`src/rtl/uart_tx_peripheral_if.sv`:
```
// Register bus between the data memory mapper and the UART transmitter.
// The mapper drives the decode strobes and store data, and the peripheral
// returns combinational read data for the mapper's read-data mux.
interface uart_tx_peripheral_if;
    logic        sel;
    logic        we;
    logic [1:0]  addr;
    logic [63:0] wdata;
    logic [63:0] rdata;

    modport master (
        output sel,
        output we,
        output addr,
        output wdata,
        input  rdata
    );

    modport slave (
        input  sel,
        input  we,
        input  addr,
        input  wdata,
        output rdata
    );
endinterface

```
`src/rtl/uart_tx_peripheral.sv`:
```
// Memory-mapped 8N1 UART transmitter.
// Stores to TXDATA fill a circular byte FIFO; a baud-timed FSM pops bytes and
// shifts them out LSB first on a registered txd line. STATUS and BAUDDIV are
// readable through the combinational rdata path.
module uart_tx_peripheral #(
    parameter int FIFO_DEPTH  = 16,
    parameter int DIV_W       = 16,
    parameter int DEFAULT_DIV = 868
) (
    input  logic                 clk,
    input  logic                 rst,
    uart_tx_peripheral_if.slave  bus,
    output logic                 txd
);
    localparam int PTR_W = $clog2(FIFO_DEPTH);
    localparam int CNT_W = PTR_W + 1;

    typedef enum logic [1:0] {
        IDLE  = 2'd0,
        START = 2'd1,
        DATA  = 2'd2,
        STOP  = 2'd3
    } state_t;

    // FIFO storage and bookkeeping
    logic [7:0]       fifo_mem [FIFO_DEPTH];
    logic [PTR_W-1:0] wr_ptr_reg;
    logic [PTR_W-1:0] rd_ptr_reg;
    logic [CNT_W-1:0] count_reg;
    logic             overflow_reg;
    logic             fifo_full;
    logic             fifo_empty;
    logic             push;
    logic             pop;

    // Control registers
    logic [DIV_W-1:0] div_reg;
    logic [DIV_W-1:0] div_reload;

    // Serialiser state
    state_t           state_reg;
    state_t           state_next;
    logic [2:0]       idx_reg;
    logic [2:0]       idx_next;
    logic [DIV_W-1:0] baud_reg;
    logic [DIV_W-1:0] baud_next;
    logic [7:0]       shift_reg;
    logic             txd_reg;
    logic             txd_next;
    logic             bit_end;

    // Decoded bus strobes
    logic             wr_txdata;
    logic             wr_status;
    logic             wr_baud;
    logic [63:0]      rdata_next;
    logic             unused_wdata;

    assign wr_txdata  = bus.sel & bus.we & (bus.addr == 2'd0);
    assign wr_status  = bus.sel & bus.we & (bus.addr == 2'd1);
    assign wr_baud    = bus.sel & bus.we & (bus.addr == 2'd2);

    assign fifo_full  = (count_reg == CNT_W'(FIFO_DEPTH));
    assign fifo_empty = (count_reg == '0);
    // A push into a full FIFO is dropped even if a pop frees a slot this edge.
    assign push       = wr_txdata & ~fifo_full;

    assign bit_end    = (baud_reg == '0);
    // Each bit lasts div_reg cycles: counter runs div_reg-1 down to 0.
    assign div_reload = div_reg - DIV_W'(1);

    // Only the low byte / low DIV_W bits of store data are meaningful.
    assign unused_wdata = ^bus.wdata;

    // FIFO storage write; no reset so it can map onto block RAM
    always_ff @(posedge clk) begin
        if (push) begin
            fifo_mem[wr_ptr_reg] <= bus.wdata[7:0];
        end
    end

    // FIFO pointers and occupancy; pointers wrap naturally at power-of-2 depth
    always_ff @(posedge clk) begin
        if (rst) begin
            wr_ptr_reg <= '0;
            rd_ptr_reg <= '0;
            count_reg  <= '0;
        end else begin
            if (push) begin
                wr_ptr_reg <= wr_ptr_reg + PTR_W'(1);
            end
            if (pop) begin
                rd_ptr_reg <= rd_ptr_reg + PTR_W'(1);
            end
            case ({push, pop})
                2'b10:   count_reg <= count_reg + CNT_W'(1);
                2'b01:   count_reg <= count_reg - CNT_W'(1);
                default: count_reg <= count_reg;
            endcase
        end
    end

    // Registered FIFO read: popped byte lands in the shift register
    always_ff @(posedge clk) begin
        if (rst) begin
            shift_reg <= '0;
        end else if (pop) begin
            shift_reg <= fifo_mem[rd_ptr_reg];
        end
    end

    // Sticky overflow flag and baud divisor register
    always_ff @(posedge clk) begin
        if (rst) begin
            overflow_reg <= 1'b0;
            div_reg      <= DIV_W'(DEFAULT_DIV);
        end else begin
            if (wr_txdata && fifo_full) begin
                overflow_reg <= 1'b1;
            end else if (wr_status && bus.wdata[3]) begin
                overflow_reg <= 1'b0;
            end
            if (wr_baud) begin
                div_reg <= (bus.wdata[DIV_W-1:0] == '0) ? DIV_W'(1)
                                                        : bus.wdata[DIV_W-1:0];
            end
        end
    end

    // Serialiser state register; txd is a flop so the line never glitches
    always_ff @(posedge clk) begin
        if (rst) begin
            state_reg <= IDLE;
            idx_reg   <= '0;
            baud_reg  <= '0;
            txd_reg   <= 1'b1;
        end else begin
            state_reg <= state_next;
            idx_reg   <= idx_next;
            baud_reg  <= baud_next;
            txd_reg   <= txd_next;
        end
    end

    // Serialiser next state: txd_next is the line level for the coming cycle
    always_comb begin
        state_next = state_reg;
        idx_next   = idx_reg;
        baud_next  = baud_reg;
        txd_next   = txd_reg;
        pop        = 1'b0;
        case (state_reg)
            IDLE: begin
                txd_next  = 1'b1;
                baud_next = '0;
                idx_next  = '0;
                if (!fifo_empty) begin
                    pop        = 1'b1;
                    state_next = START;
                    txd_next   = 1'b0;
                    baud_next  = div_reload;
                end
            end
            START: begin
                if (bit_end) begin
                    state_next = DATA;
                    idx_next   = '0;
                    txd_next   = shift_reg[0];
                    baud_next  = div_reload;
                end else begin
                    baud_next = baud_reg - DIV_W'(1);
                end
            end
            DATA: begin
                if (bit_end) begin
                    baud_next = div_reload;
                    if (idx_reg == 3'd7) begin
                        state_next = STOP;
                        txd_next   = 1'b1;
                    end else begin
                        idx_next = idx_reg + 3'd1;
                        txd_next = shift_reg[idx_reg + 3'd1];
                    end
                end else begin
                    baud_next = baud_reg - DIV_W'(1);
                end
            end
            STOP: begin
                if (bit_end) begin
                    if (!fifo_empty) begin
                        // Chain straight into the next frame with no idle gap.
                        pop        = 1'b1;
                        state_next = START;
                        txd_next   = 1'b0;
                        baud_next  = div_reload;
                    end else begin
                        state_next = IDLE;
                        txd_next   = 1'b1;
                        baud_next  = '0;
                        idx_next   = '0;
                    end
                end else begin
                    baud_next = baud_reg - DIV_W'(1);
                end
            end
            default: begin
                state_next = IDLE;
                txd_next   = 1'b1;
            end
        endcase
    end

    // Register read mux; returns 0 when not selected
    always_comb begin
        rdata_next = '0;
        if (bus.sel) begin
            case (bus.addr)
                2'd1: begin
                    rdata_next[0]    = fifo_full;
                    rdata_next[1]    = fifo_empty;
                    rdata_next[2]    = (state_reg != IDLE);
                    rdata_next[3]    = overflow_reg;
                    rdata_next[15:8] = 8'(count_reg);
                end
                2'd2: begin
                    rdata_next[DIV_W-1:0] = div_reg;
                end
                default: begin
                    rdata_next = '0;
                end
            endcase
        end
    end

    assign bus.rdata = rdata_next;
    assign txd       = txd_reg;

endmodule

```
`src/flat_wrapper.sv`:
```
// flat-port wrapper written by rule: the top's interface ports become plain ports
module uart_tx_peripheral_flat 
#(
    parameter int FIFO_DEPTH  = 16,
    parameter int DIV_W       = 16,
    parameter int DEFAULT_DIV = 868
)
  (clk, rst, txd, bus_sel, bus_we, bus_addr, bus_wdata, bus_rdata);
  uart_tx_peripheral_if bus_i ();
  input  logic clk;
  input  logic rst;
  output logic txd;
  input wire logic [$bits(bus_i.sel)-1:0] bus_sel;
  input wire logic [$bits(bus_i.we)-1:0] bus_we;
  input wire logic [$bits(bus_i.addr)-1:0] bus_addr;
  input wire logic [$bits(bus_i.wdata)-1:0] bus_wdata;
  output wire logic [$bits(bus_i.rdata)-1:0] bus_rdata;
  assign bus_i.sel = bus_sel;
  assign bus_i.we = bus_we;
  assign bus_i.addr = bus_addr;
  assign bus_i.wdata = bus_wdata;
  assign bus_rdata = bus_i.rdata;
  uart_tx_peripheral #(.FIFO_DEPTH(FIFO_DEPTH), .DIV_W(DIV_W), .DEFAULT_DIV(DEFAULT_DIV)) u_core (.clk(clk), .rst(rst), .bus(bus_i), .txd(txd));
endmodule
```
`config.mk`:
```
export PLATFORM = sky130hd
export DESIGN_NAME = uart_tx_peripheral_flat
export DESIGN_NICKNAME = d
export VERILOG_FILES = /design/src/rtl/uart_tx_peripheral_if.sv /design/src/rtl/uart_tx_peripheral.sv /design/src/flat_wrapper.sv
export SDC_FILE = /design/constraint.sdc
export NUM_CORES = 1
export LEC_CHECK = 0
export CORE_UTILIZATION = 49
export DETAILED_ROUTE_END_ITERATION = 8
export GPL_ROUTABILITY_DRIVEN = 0
export PLACE_DENSITY = 0.79
export SLEW_MARGIN = 10
export SYNTH_ARGS = -nofsm -noshare
export SYNTH_HDL_FRONTEND = slang
export SYNTH_SLANG_ARGS = --single-unit
```
`constraint.sdc`:
```
create_clock -name clk -period 3.6 [get_ports clk]
set_clock_uncertainty 0.15 [all_clocks]
set_input_delay 0.36 -clock clk [delete_from_list [all_inputs] [get_ports clk]]
set_output_delay 0.36 -clock clk [all_outputs]
set_load 0.1 [all_outputs]
```
==> results by group, run 1 <==
Cells and area
  • Largest register FFs: 128
  • Final nets: 840
  • Sequential Area: 5046 µm²
  • Number of fill cells: 1372
  • Area Overhead vs Synth: 12.59%
  • Commonest non-fill, non-tap cell in the layout: edfxtp_1
  • Multi-input gate area in the final layout: 3368 µm²
  • Antenna diodes: 0
  • Share of cells above drive strength 1: 0.1735
  • Final Instance Count excl. Fillers: 986
  • Final core utilization: 0.5688
  • Commonest cells after routing, fill and taps aside: 128 x edfxtp_1, 67 x nor2_1, 59 x dfxtp_1, 57 x nand2_1, 48 x conb_1

Global route
  • Grt total ovfl: 0
  • First-pass GRT wire length: 27.88 mm
  • Total GRT Usage: 0.2027
  • Number of global-route vias before repair: 5134
  • Antenna violations before repair: 0
  • Pin count of the biggest net entering global routing: 48

STA
  • TNS Setup: 0 ns
  • Final worst slack: 0.2079 ns
  • Final critical-path share of the clock period: 0.9423
  • Final hold vios: 0
  • FMAX: 0.2948 GHz
  • Fin. max-slew vios: 0
  • Slew margin rel.: 0.3489
  • Tmin final: 3.392 ns
  • RSZ-0062 raised after global routing: false
  • Worst-margin pin slew: 0.9736 ns
  • Final setup viols: 0

Route
  • Antenna viol nets, final: 0
  • DRT Pass-1 Iters: 5
  • Metal3 WL: 1.150 mm
  • Vias per inst: 5.681
  • Via count: 5601
  • Post-Route WL: 17.95 mm
  • WL per Instance: 18.21 µm
  • Initial DRC count: 559
  • Met1 WL: 7.781 mm
  • WL met2: 8.706 mm
  • Uppermost layer routed: met4
  • # DRC: 0

Yosys
  • Library cells used by synthesis: 59
  • Synth Area in Compound Gates: 0.07651
  • XOR/XNOR Fraction of Synth Area: 0.02588
  • Post-Synth Simple-Gate Area: 0.1226
  • Post-Syn Instances: 693
  • Number of flops mapped to enable cells by yosys: 128
  • Synth Area in Adders: 0.03214
  • Share of the synthesized area in the top cell type: 0.4369
  • Dominant cells by area after synthesis: edfxtp_1 44%, dfxtp_1 14%, mux4_2 8.7%, buf_4 4.1%, ha_1 3.0%
  • Fraction of registers with async set/reset: 0
  • FF+latch count, synth: 188
  • Yosys Warn Count: 0
  • Mean Syn Cell Area: 12.70 µm²
  • Leading area contributor after synthesis: edfxtp_1
  • Largest family of logic cells by synthesized area: simple AND/OR/NAND/NOR gates
  • Post-synthesis sequential area ratio: 0.5734
  • Mux share of post-synthesis cell area: 0.1044
  • Synthesized cell area: 8798 µm²
  • Most used DFF post-synth: edfxtp_1

Power
  • Total power: 0.006303 W
  • Worst ir drop on vdd: 0.4047 mV
  • Cell Pwr Density: 636.3 nW/µm²
  • Static leakage power: 3.487 nW

Critical path
  • WP data required: 3.81 ns
  • Most frequent CP cell: inv_1
  • CP max FO: 6
  • Worst path cell trace: inv_1, ha_1, nor2b_2, nand4_2, o32ai_4, ha_2, inv_1, fa_1, nor2b_1, o21ai_0, and3_1, or4_1, a21oi_1
  • Flop2flop setup slack: 0.21 ns
  • Worst R2R End: u_core.count_reg[4]$_SDFFE_PP0P_
  • Crit-path max cell delay: 0.45 ns
  • Worst r2r path cells: 13
  • Endpoint class of the critical path: register
  • Critical path arrival: 3.60 ns
  • Startpoint Class: register
  • Worst reg2reg startpoint: u_core.baud_reg[0]$_SDFF_PP0_
  • Slowest-stage cell, CP: fa_1
  • Crit Path Category: reg -> reg

Placed design
  • Place WS: 0.1466 ns
  • HPWL after DPL: 12.25 mm
  • IO buf count: 38
  • Placed cell count: 954

Clock network
  • CTS tree: done
  • Worst-path clk slew: 0.07 ns
  • Htree depth: 4
  • CTS buffer count: 17
  • Hold buffer count at cts: 0
  • Root buffer cell: clkbuf_16
  • Clk buf depth: 2
  • Clk sinks: 188
  • Clock latency on the worst-skew pair: 0.43 ns

Min path
  • Hold Crit Class: reg -> reg
  • Worst Min Path Start: u_core.txd$_SDFFE_PP1P_
  • WHS Path Cells: 1
  • Hold EP: u_core.txd$_SDFFE_PP1P_

Floorplan
  • Die area: 18500 µm²
  • Starting Density: 0.5052
  • I/O pins: 135
  • Rows: 48
  • Core Footprint: 17420 µm²
  • Die X-Extent: 136 µm
  • Die height: 136 µm

Job
  • Max_cap viols: 0

Outcome
  • Status: finished clean
-- cell type report --
cell class | count | area share
clock buffers | 18 | 0.04332
clock inverters | 14 | 0.01326
inverters | 19 | 0.007200
multi-input cells | 454 | 0.3400
flip-flops and latches | 188 | 0.5094
well taps | 225 | 0.02842
repair buffers | 68 | 0.05836
-- per-stage QoR --
| stage | hold slack, ns | cell area [µm²] |
|---|---|---|
| finish | 0.3199 | 9906 |
| floorplan | 0.3035 | 8975 |
| global route | 0.3422 | 9906 |
| detailed placement | 0.3072 | 9338 |
| global placement | 0.2994 | 9338 |
| CTS | 0.3234 | 9898 |
-- worst max-delay path by stage --
stage / slack (ns) / depth (start not counted) / start / to
finish: 0.21 / 13 / u_core.baud_reg[0]$_SDFF_PP0_ / u_core.count_reg[4]$_SDFFE_PP0P_
global route: 0.02 / 13 / u_core.baud_reg[0]$_SDFF_PP0_ / u_core.count_reg[4]$_SDFFE_PP0P_
CTS: 0.12 / 13 / u_core.state_reg[0]$_SDFFE_PP0P_ / u_core.count_reg[4]$_SDFFE_PP0P_
detailed placement: 0.15 / 13 / u_core.state_reg[0]$_SDFFE_PP0P_ / u_core.count_reg[4]$_SDFFE_PP0P_
global placement: 0.20 / 13 / u_core.state_reg[0]$_SDFFE_PP0P_ / u_core.count_reg[4]$_SDFFE_PP0P_
floorplan: 0.24 / 14 / u_core.state_reg[0]$_SDFFE_PP0P_ / u_core.count_reg[4]$_SDFFE_PP0P_
-- worst max-delay path, delay by kind of cell (launching register included) --
kind,cells,cell delay [ns]
and+or+nand+nor,5,1.19
adders and majority gates,3,0.93
AOI/OAI and AO/OA,3,0.52
DFF,1,0.36
buffers and inverters,2,0.16
-- cell usage after synthesis (all sizes together) (5+ instances only) --
cell type,count
edfxtp,128
nor2,68
dfxtp,60
buf,58
nand2,57
mux4,34
a21oi,27
a22oi,24
clkbuf,21
ha,21
inv,19
nor3,17
nor4,14
o22ai,14
xnor2,14
mux2i,13
and3,12
xor2,12
nand3,8
nand2b,7
o21ai,7
nand4,6
nor2b,6
or4,6
nand3b,5
or3,5
-- per-layer routing --
| layer | vias to the layer above | global-route usage |
|---|---|---|
| met5 | - | 0 |
| met4 | 0 | 0.07654 |
| met3 | 20 | 0.03654 |
| met2 | 209 | 0.3187 |
| met1 | 2775 | 0.2804 |
| li1 | 2597 | - |
-- repair_timing --
action	4_1_cts	5_1_grt
gates resized for setup	0	3
setup buffers	0	0
setup endpoints to repair	0	1
-- where the power goes --
group	total, W	switching (W)	leakage, nW	internal [W]
Sequential	0.00252	0.000109	1.64	0.00241
Clock	0.00178	0.000819	0.271	0.000966
Combinational	0.00200	0.00125	1.58	0.000750
Total	0.00630	0.00217	3.49	0.00413
-- cells by family after synthesis --
family | after synthesis
AND/OR/NAND/NOR | 215
flip-flops | 188
buffers and inverters | 98
AO/OA/AOI/OAI | 94
multiplexers | 49
XOR/XNOR | 26
adder cells (fa/ha/maj) | 22
other | 1
(Power assumes the default switching activity.)
==> run 2: changes to the inputs <==
CAP_MARGIN = 40   (was unset)
CORE_UTILIZATION = 25   (was 49)
PLACE_DENSITY = 0.48   (was 0.79)
SLEW_MARGIN = 20   (was 10)
==> run 2 against run 1 <==
Non-clock buffer count is 11 higher. Largest power group unchanged. Critical path depth is 3 lower. Clock-buffer cell count is 1 higher. Clock power is 14% higher. Flip-flop and latch count stayed put. Sequential share of layout area is 2.1 points lower. Die area is 94% higher.
==> results by group, run 2 (same netlist as run 1, synthesis figures left out) <==
Outcome
  • Status: finished clean

Power
  • Static leakage power: 3.580 nW
  • Cell Pwr Density: 638.9 nW/µm²
  • Worst ir drop on vdd: 0.3637 mV

STA
  • Fin. max-slew vios: 0
  • Tmin final: 3.390 ns
  • Final hold vios: 0
  • RSZ-0062 raised after global routing: false
  • FMAX: 0.2949 GHz
  • Final setup viols: 0
  • Worst-margin pin slew: 0.8034 ns
  • Final worst slack: 0.2095 ns
  • Slew margin rel.: 0.4627
  • TNS Setup: 0 ns
  • Final critical-path share of the clock period: 0.9418

Global route
  • First-pass GRT wire length: 31.53 mm
  • Antenna violations before repair: 0
  • Total GRT Usage: 0.1172
  • Number of global-route vias before repair: 5255
  • Pin count of the biggest net entering global routing: 48
  • Grt total ovfl: 0

Route
  • WL per Instance: 16.68 µm
  • Uppermost layer routed: met4
  • WL met2: 9.588 mm
  • # DRC: 0
  • Post-Route WL: 20.47 mm
  • Antenna viol nets, final: 0
  • Via count: 5390
  • DRT Pass-1 Iters: 4
  • Met1 WL: 10.03 mm
  • Metal3 WL: 660 µm
  • Initial DRC count: 324
  • Vias per inst: 4.393

Cells and area
  • Final Instance Count excl. Fillers: 1227
  • Final core utilization: 0.2986
  • Largest register FFs: 128
  • Commonest cells after routing, fill and taps aside: 128 x edfxtp_1, 67 x nor2_1, 59 x dfxtp_1, 57 x nand2_1, 55 x buf_4
  • Commonest non-fill, non-tap cell in the layout: edfxtp_1
  • Share of cells above drive strength 1: 0.1865
  • Number of fill cells: 3564
  • Antenna diodes: 0
  • Area Overhead vs Synth: 17.51%
  • Final nets: 851
  • Final Instance Area: 10340 µm²

Clock network
  • Clk buf depth: 2
  • Htree depth: 4
  • Worst-path clk slew: 0.08 ns
  • Root buffer cell: clkbuf_16
  • CTS buffer count: 17
  • CTS tree: done
  • Clk sinks: 188
  • Clock latency on the worst-skew pair: 0.44 ns

Critical path
  • WP data required: 3.81 ns
  • Worst path cell trace: or4_1, o2111ai_2, o32ai_4, ha_4, ha_1, nor2b_2, o21ai_0, a21oi_1, or4_1, a21oi_1
  • Crit Path Category: reg -> reg
  • CP max FO: 6
  • Startpoint Class: register
  • Slowest-stage cell, CP: or4_1
  • Critical path arrival: 3.60 ns
  • Endpoint class of the critical path: register
  • Crit-path max cell delay: 0.69 ns

Placed design
  • HPWL after DPL: 14.26 mm
  • Placed cell count: 1193
  • IO buf count: 38
  • Dpl cell area: 9683 µm²
  • Place WS: 0.1107 ns

Floorplan
  • Die X-Extent: 189.6 µm
  • Core Footprint: 34630 µm²
  • I/O pins: 135
  • Die area: 35950 µm²
  • Die height: 189.6 µm
  • Rows: 68
  • Starting Density: 0.2541

Job
  • Max_cap viols: 0

Min path
  • Hold Crit Class: reg -> reg
## run 2: changes by cell type in the layout (fill, tap and decap cells not counted), moves of 2 or more
cell / delta
clkinv_2: -2
inv_6: -2
inv_8: +5
buf_4: +10
bufinv_16: +2
clkinvlp_4: -2
## run 2: worst paths after layout
path	start	to	slack, ns	cells past startpoint
setup reg to reg	u_core.count_reg[1]$_SDFFE_PP0P_	u_core.count_reg[4]$_SDFFE_PP0P_	0.21	10
hold / removal	u_core.txd$_SDFFE_PP1P_	u_core.txd$_SDFFE_PP1P_	0.33	1
setup / recovery	u_core.count_reg[1]$_SDFFE_PP0P_	u_core.count_reg[4]$_SDFFE_PP0P_	0.21	10
hold reg to reg	u_core.txd$_SDFFE_PP1P_	u_core.txd$_SDFFE_PP1P_	0.33	1
## run 2: routing by layer
| metal | track usage | vias up |
|---|---|---|
| met3 | 0.02269 | 11 |
| met5 | 0 | - |
| met4 | 0.02854 | 0 |
| met1 | 0.1634 | 2654 |
| met2 | 0.1865 | 109 |
| li1 | - | 2616 |
## run 2: metrics by stage
stage	total power, W	hold slack (ns)
final	0.006606	0.3277
after global routing	0.006937	0.3637
after CTS	0.006615	0.3331
after detailed placement	0.004580	0.3161
after global placement	0.004555	0.3164
after floorplan	0.004136	0.3035
## run 2: cell type report
| class | count | area, µm² | share of cell area |
|---|---|---|---|
| Sequential cell | 188 | 5046 | 0.4881 |
| Multi-Input combinational cell | 454 | 3378 | 0.3268 |
| Timing Repair Buffer | 79 | 648.1 | 0.06269 |
| Tap cell | 455 | 569.3 | 0.05506 |
| Clock buffer | 19 | 432.9 | 0.04187 |
| Clock inverter | 13 | 192.7 | 0.01864 |
| Inverter | 19 | 71.32 | 0.006898 |
## run 2: power breakdown
| group | switching (W) | internal, W | leakage [nW] |
|---|---|---|---|
| logic | 0.00127 | 0.000792 | 1.63 |
| registers | 0.000107 | 0.00241 | 1.64 |
| clock network | 0.000895 | 0.00113 | 0.308 |
## run 2: worst max-delay path, delay by kind of cell (launching register included)
family          cells  cell delay [ns]
compound gates      5             0.94
flops               1             0.37
fa+ha+maj           2             0.52
simple gates        3             1.33
## run 2: what timing repair did
| item | CTS | global route |
|---|---|---|
| gates resized for setup | 0 | 4 |
| hold buffers | 0 | 0 |
| setup endpoints to repair | 0 | 1 |
| setup buffers | 0 | 1 |
